<file path="config.mk">
export PLATFORM = sky130hd
export DESIGN_NAME = pid_ctrl_scheduler
export DESIGN_NICKNAME = d
export VERILOG_FILES = /design/src/rtl/pid_ctrl_scheduler.sv
export SDC_FILE = /design/constraint.sdc
export NUM_CORES = 1
export LEC_CHECK = 0
export CAP_MARGIN = 20
export CORE_MARGIN = 1.5
export CORE_UTILIZATION = 49
export DETAILED_ROUTE_END_ITERATION = 10
export HOLD_SLACK_MARGIN = 0.08
export PLACE_DENSITY = 0.84
export SLEW_MARGIN = 20
export SYNTH_ARGS = -nofsm -noshare
export SYNTH_HDL_FRONTEND = slang
export SYNTH_SLANG_ARGS = --single-unit
export TNS_END_PERCENT = 100
</file>
<file path="constraint.sdc">
create_clock -name i_clk -period 3.8 [get_ports i_clk]
set_input_delay 0.76 -clock i_clk [delete_from_list [all_inputs] [get_ports i_clk]]
set_output_delay 0.76 -clock i_clk [all_outputs]
set_load 0.005 [all_outputs]
</file>
<file path="src/rtl/pid_ctrl_scheduler.sv">
// pid_ctrl_scheduler
// Time-multiplexes one shared PID arithmetic unit across NUM_CH motor channels.
// On each control tick every channel is visited in order: enabled channels go
// through a start/done handshake with the PID unit, disabled or timed-out
// channels get their PID bank cleared and their duty forced to zero.
module pid_ctrl_scheduler #(
    parameter int unsigned NUM_CH   = 2,
    parameter int unsigned DATA_W   = 16,
    parameter int unsigned TICK_DIV = 50000,
    parameter int unsigned TIMEOUT  = 255,
    parameter int unsigned CH_W     = (NUM_CH > 1) ? $clog2(NUM_CH) : 1
) (
    input  logic                       i_clk,
    input  logic                       i_rst,
    input  logic                       i_ena,
    input  logic [NUM_CH-1:0]          i_ch_en,
    input  logic [NUM_CH*DATA_W-1:0]   i_sp_in,
    input  logic [NUM_CH*DATA_W-1:0]   i_fb_in,
    output logic                       o_pid_start,
    output logic [CH_W-1:0]            o_pid_ch,
    output logic [DATA_W-1:0]          o_pid_sp,
    output logic [DATA_W-1:0]          o_pid_fb,
    output logic                       o_pid_clr,
    input  logic                       i_pid_done,
    input  logic [DATA_W-1:0]          i_pid_out,
    output logic [NUM_CH*DATA_W-1:0]   o_duty,
    output logic [NUM_CH-1:0]          o_dir,
    output logic [NUM_CH-1:0]          o_duty_valid,
    output logic                       o_busy,
    output logic                       o_overrun,
    output logic                       o_timeout_err
);

    localparam int unsigned CNT_W = (TICK_DIV > 1) ? $clog2(TICK_DIV) : 1;
    localparam int unsigned TMR_W = (TIMEOUT > 1) ? $clog2(TIMEOUT + 1) : 1;

    localparam logic [CNT_W-1:0] CNT_LAST = CNT_W'(TICK_DIV - 1);
    localparam logic [TMR_W-1:0] TMR_LAST = TMR_W'(TIMEOUT - 1);
    localparam logic [CH_W-1:0]  CH_LAST  = CH_W'(NUM_CH - 1);

    typedef enum logic [2:0] {
        ST_IDLE,
        ST_LOAD,
        ST_START,
        ST_WAIT,
        ST_STORE,
        ST_NEXT
    } state_t;

    state_t                          r_state;
    state_t                          w_state_next;
    logic [CNT_W-1:0]                r_cnt;
    logic [TMR_W-1:0]                r_timer;
    logic [CH_W-1:0]                 r_ch;
    logic [CH_W-1:0]                 r_pid_ch;
    logic [DATA_W-1:0]               r_pid_sp;
    logic [DATA_W-1:0]               r_pid_fb;
    logic                            r_pid_clr;
    logic [NUM_CH-1:0][DATA_W-1:0]   r_duty;
    logic [NUM_CH-1:0]               r_dir;
    logic [NUM_CH-1:0]               r_duty_valid;
    logic                            r_overrun;
    logic                            r_timeout_err;

    logic                            w_tick;
    logic                            w_ch_en_cur;
    logic                            w_first;
    logic                            w_advance;
    logic                            w_latch;
    logic                            w_skip;
    logic                            w_store;
    logic                            w_tmo;
    logic                            w_abort;
    logic [DATA_W-1:0]               w_abs;

    assign w_tick      = i_ena && (r_cnt == CNT_LAST);
    assign w_ch_en_cur = i_ch_en[r_ch];
    // Two's complement negate on DATA_W bits; the most negative value maps to
    // 2^(DATA_W-1), which is representable as an unsigned magnitude.
    assign w_abs       = i_pid_out[DATA_W-1] ? -i_pid_out : i_pid_out;

    // Control period counter; held at zero while disabled so a re-enable
    // restarts a full period.
    always_ff @(posedge i_clk) begin
        if (i_rst || !i_ena) begin
            r_cnt <= '0;
        end else if (r_cnt == CNT_LAST) begin
            r_cnt <= '0;
        end else begin
            r_cnt <= r_cnt + CNT_W'(1);
        end
    end

    // FSM state register.
    always_ff @(posedge i_clk) begin
        if (i_rst) begin
            r_state <= ST_IDLE;
        end else begin
            r_state <= w_state_next;
        end
    end

    // FSM next-state and per-cycle datapath strobes.
    always_comb begin
        w_state_next = r_state;
        w_first      = 1'b0;
        w_advance    = 1'b0;
        w_latch      = 1'b0;
        w_skip       = 1'b0;
        w_store      = 1'b0;
        w_tmo        = 1'b0;
        w_abort      = 1'b0;
        if (!i_ena) begin
            w_state_next = ST_IDLE;
            w_abort      = (r_state != ST_IDLE);
        end else begin
            case (r_state)
                ST_IDLE: begin
                    if (w_tick) begin
                        w_first      = 1'b1;
                        w_state_next = ST_LOAD;
                    end
                end
                ST_LOAD: begin
                    if (w_ch_en_cur) begin
                        w_latch      = 1'b1;
                        w_state_next = ST_START;
                    end else begin
                        w_skip       = 1'b1;
                        w_state_next = ST_NEXT;
                    end
                end
                ST_START: begin
                    w_state_next = ST_WAIT;
                end
                ST_WAIT: begin
                    if (i_pid_done) begin
                        w_store      = 1'b1;
                        w_state_next = ST_STORE;
                    end else if (r_timer == TMR_LAST) begin
                        w_tmo        = 1'b1;
                        w_state_next = ST_NEXT;
                    end
                end
                ST_STORE: begin
                    w_state_next = ST_NEXT;
                end
                ST_NEXT: begin
                    if (r_ch == CH_LAST) begin
                        w_state_next = ST_IDLE;
                    end else begin
                        w_advance    = 1'b1;
                        w_state_next = ST_LOAD;
                    end
                end
                default: begin
                    w_state_next = ST_IDLE;
                end
            endcase
        end
    end

    // Channel index and PID wait timer.
    always_ff @(posedge i_clk) begin
        if (i_rst) begin
            r_ch    <= '0;
            r_timer <= '0;
        end else begin
            if (w_abort || w_first) begin
                r_ch <= '0;
            end else if (w_advance) begin
                r_ch <= r_ch + CH_W'(1);
            end
            if (r_state == ST_START) begin
                r_timer <= '0;
            end else if (r_state == ST_WAIT && !i_pid_done) begin
                r_timer <= r_timer + TMR_W'(1);
            end
        end
    end

    // PID operand latch, clear pulse, duty/dir publication and sticky flags.
    // Duty is written on the WAIT->STORE edge so it is visible in the STORE
    // cycle, one cycle after pid_done.
    always_ff @(posedge i_clk) begin
        if (i_rst) begin
            r_pid_ch      <= '0;
            r_pid_sp      <= '0;
            r_pid_fb      <= '0;
            r_pid_clr     <= 1'b0;
            r_duty        <= '0;
            r_dir         <= '0;
            r_duty_valid  <= '0;
            r_overrun     <= 1'b0;
            r_timeout_err <= 1'b0;
        end else begin
            r_pid_clr    <= 1'b0;
            r_duty_valid <= '0;
            if (!i_ena) begin
                r_duty <= '0;
                r_dir  <= '0;
            end
            if (w_abort) begin
                r_pid_clr <= 1'b1;
                r_pid_ch  <= '0;
            end
            if (w_latch) begin
                r_pid_sp <= i_sp_in[int'(r_ch)*DATA_W +: DATA_W];
                r_pid_fb <= i_fb_in[int'(r_ch)*DATA_W +: DATA_W];
                r_pid_ch <= r_ch;
            end
            if (w_skip || w_tmo) begin
                r_pid_clr          <= 1'b1;
                r_pid_ch           <= r_ch;
                r_duty[r_ch]       <= '0;
                r_dir[r_ch]        <= 1'b0;
                r_duty_valid[r_ch] <= 1'b1;
            end
            if (w_store) begin
                r_duty[r_ch]       <= w_abs;
                r_dir[r_ch]        <= i_pid_out[DATA_W-1];
                r_duty_valid[r_ch] <= 1'b1;
            end
            if (w_tick && r_state != ST_IDLE) begin
                r_overrun <= 1'b1;
            end
            if (w_tmo) begin
                r_timeout_err <= 1'b1;
            end
        end
    end

    assign o_pid_start   = (r_state == ST_START);
    assign o_busy        = (r_state != ST_IDLE);
    assign o_pid_ch      = r_pid_ch;
    assign o_pid_sp      = r_pid_sp;
    assign o_pid_fb      = r_pid_fb;
    assign o_pid_clr     = r_pid_clr;
    assign o_duty        = r_duty;
    assign o_dir         = r_dir;
    assign o_duty_valid  = r_duty_valid;
    assign o_overrun     = r_overrun;
    assign o_timeout_err = r_timeout_err;

endmodule
</file>
==> results.yml <==
floorplan:
  num_rows: 35
  design.core.area_mm2: 0.00920
  start_util_pct: 50.5
  io-pin-count: 160
  die_y_um: 100
  die_w_um: 100
  fp.dieArea_mm2: 0.0101
grt:
  grt_pass1_vias: 4262
  grt_usage_pct: 24.2
  grt-ovfl-total: 0
  grt_pass1_wl_um: 19600
  grt_max_degree: 46
  antenna_found_initial: 0
synth:
  yosys.area.top_type: "dfxtp_1"
  netlist_instances: 521
  seq_area_frac_synth_pct: 43.1
  synth.cell_area_mm2: 0.00465
  synth-seq-cells: 100
  async_flop_share_pct: 0
  yosysWarnings: 0
  synth_area_leaders: "dfxtp_1 (43%), mux2i_1 (7.3%), a211oi_1 (5.7%)"
  yosysTopAreaCellShare_pct: 43.1
  synth_most_common_cell: "dfxtp_1"
  syn_area_per_cell_um2: 8.92
  synth_nets: 611
  synth_commonest_cells: "dfxtp_1 (100), nor2_1 (67), a211oi_1 (35)"
  synthDistinctLibCells: 49
  synth_edf_count: 0
  synth_ff_type: "dfxtp_1"
power_and_ir_drop:
  peakVddDrop_v: 0.000212
  power_leakage_nw: 2.06
  p_total_mw: 1.93
  p_per_area_mw_per_mm2: 299
timing:
  setup_viol: 0
  slew_viol_final: 0
  min_period_ns: 2.73
  timing.fmax_ghz: 0.366
  relSlewSlack_pct: 51.9
  finClkSkew_ns: 0.0126
  finalCritPeriodShare_pct: 71.9
  worst_slew_pin_slew_ns: 0.721
  hold_viol_final: 0
  rsz0062_at_grt: "no"
  fin_tns_setup_ns: 0
clocking:
  hold_buffers: 0
  cts_tree: "yes"
  path_clk_slew_ns: 0.10
  cts-root-buf: "clkbuf_8"
  insertion_delay_ns: 0.36
  ctsLongestPathBuffers: 2
  clkSinkCount: 100
  numCtsBuffers: 9
  htree_num_levels: 3
  cts_setup_buffers: 0
  cts_resized: 0
route:
  postRouteAntennaNets: 0
  drt_iter0_drc: 146
  vias: 4414
  via_per_inst: 5.69
  wire_per_inst_um: 15.6
  first_pass_iters: 4
  drt_wl_total_um: 12100
  drc_errors: 0
critical_path:
  crit_path_end_kind: "flop"
  critPathKind: "in -> reg"
  worstPathRequired_ns: 4.08
  worstPathArrival_ns: 3.02
  start_kind: "input pin"
  critPathMaxFanout: 7
final_layout:
  drive_gt1_share_pct: 4.81
  fin_nets: 750
  diodes: 0
  synthToLayoutAreaGrowth_pct: 38.5
  fin_cells: 776
placement:
  placed_cells: 760
  dpl.hpwl_um: 9180
  gp_congestion: 0.946
  placement.io_buffers: 159
worst_hold_path:
  hp-class: "reg -> reg"
job:
  max_cap_violations: 0
run_status:
  status: "finished clean"
cell usage in the layout (no fill, tap or decap), drive strengths merged, types with 3 or more instances in the layout:
| master | count |
|---|---|
| or2 | 5 |
| a21oi | 7 |
| ha | 4 |
| or4 | 6 |
| dfxtp | 100 |
| nand3 | 31 |
| or4b | 5 |
| nand2 | 24 |
| nor3 | 7 |
| nor3b | 4 |
| clkbuf | 11 |
| buf | 7 |
| a211oi | 35 |
| or3 | 3 |
| nand4 | 10 |
| inv | 21 |
| xnor2 | 16 |
| clkdlybuf4s50 | 158 |
| a31oi | 8 |
| o21ai | 10 |
| and2 | 3 |
| xor2 | 16 |
| o31ai | 4 |
| nor2 | 67 |
| nand2b | 4 |
| mux2i | 34 |
| o211ai | 6 |
| o22ai | 26 |
| nand4b | 3 |
| o41a | 4 |
| nor4 | 4 |
through the flow:
step | utilization [%] | worst slack, ns | hold slack (ns) | instance area (um^2)
after CTS | 70.0 | 1.08 | 0.473 | 6440
after floorplan | - | 1.33 | 0.447 | 4650
after global routing | 70.0 | 0.961 | 0.494 | 6440
after global placement | 67.8 | 0.796 | 0.450 | 6230
final | 70.0 | 1.07 | 0.468 | 6440
after detailed placement | 67.8 | 0.713 | 0.455 | 6230
critical path: stages:
cell and delay [ns]:
clkdlybuf4s50_1 0.50, or4_1 0.66, o41a_1 0.49, or4b_1 0.50, o211ai_1 0.10
final cells by class:
type,instances,area [um^2]
clock buffer,11,141
clock inverter,5,60.1
fill,710,2760
inverter,20,75.1
multi-input combinational,364,2390
sequential,100,2000
tap,111,139
timing repair buffer,165,1630
sequential cells by signal (all words and copies together) (netlist names):
name / cells
r_timer: 8
o_pid_clr: 1
o_timeout_err: 1
o_dir: 2
r_ch: 1
o_overrun: 1
o_duty_valid: 2
r_state: 3
o_pid_ch: 1
o_duty: 32
o_pid_sp: 16
r_cnt: 16
o_pid_fb: 16
metal layers:
layer / share of wire (%) / vias to the layer above / GRT usage (%)
met1: 42 / 2050 / 28.0
met4: 1.6 / 0 / 7.26
met3: 9.2 / 15 / 7.66
li1: - / 2161 / -
met5: 0 / - / 0
met2: 48 / 188 / 42.7
where the power goes:
| part | internal, mW | switching, mW |
|---|---|---|
| combinational | 0.106 | 0.0783 |
| sequential | 1.05 | 0.00165 |
| clock | 0.326 | 0.365 |
| total | 1.48 | 0.445 |
path summary, 6_finish.rpt:
| path | startpoint | end | slack (ns) | depth (start not counted) |
|---|---|---|---|---|
| hold / removal | o_dir[0] | o_dir[0] | 0.47 | 2 |
| hold reg to reg | o_dir[0] | o_dir[0] | 0.47 | 2 |
| setup / recovery | i_pid_out[7] | o_duty[30] | 1.07 | 5 |
| setup reg to reg | r_state[0] | o_pid_sp[9] | 1.51 | 5 |
kinds of logic (layout without fill, tap and decap cells):
kind of cell	after synthesis	in the layout	synth area share (%)
simple gates	188	188	20.8
compound gates	106	106	16.1
flops	100	100	43.1
buf+inv	57	201	5.60
mux	34	34	7.32
xor+xnor	32	32	6.03
fa+ha+maj	4	4	1.08
(Power assumes the default switching activity.)
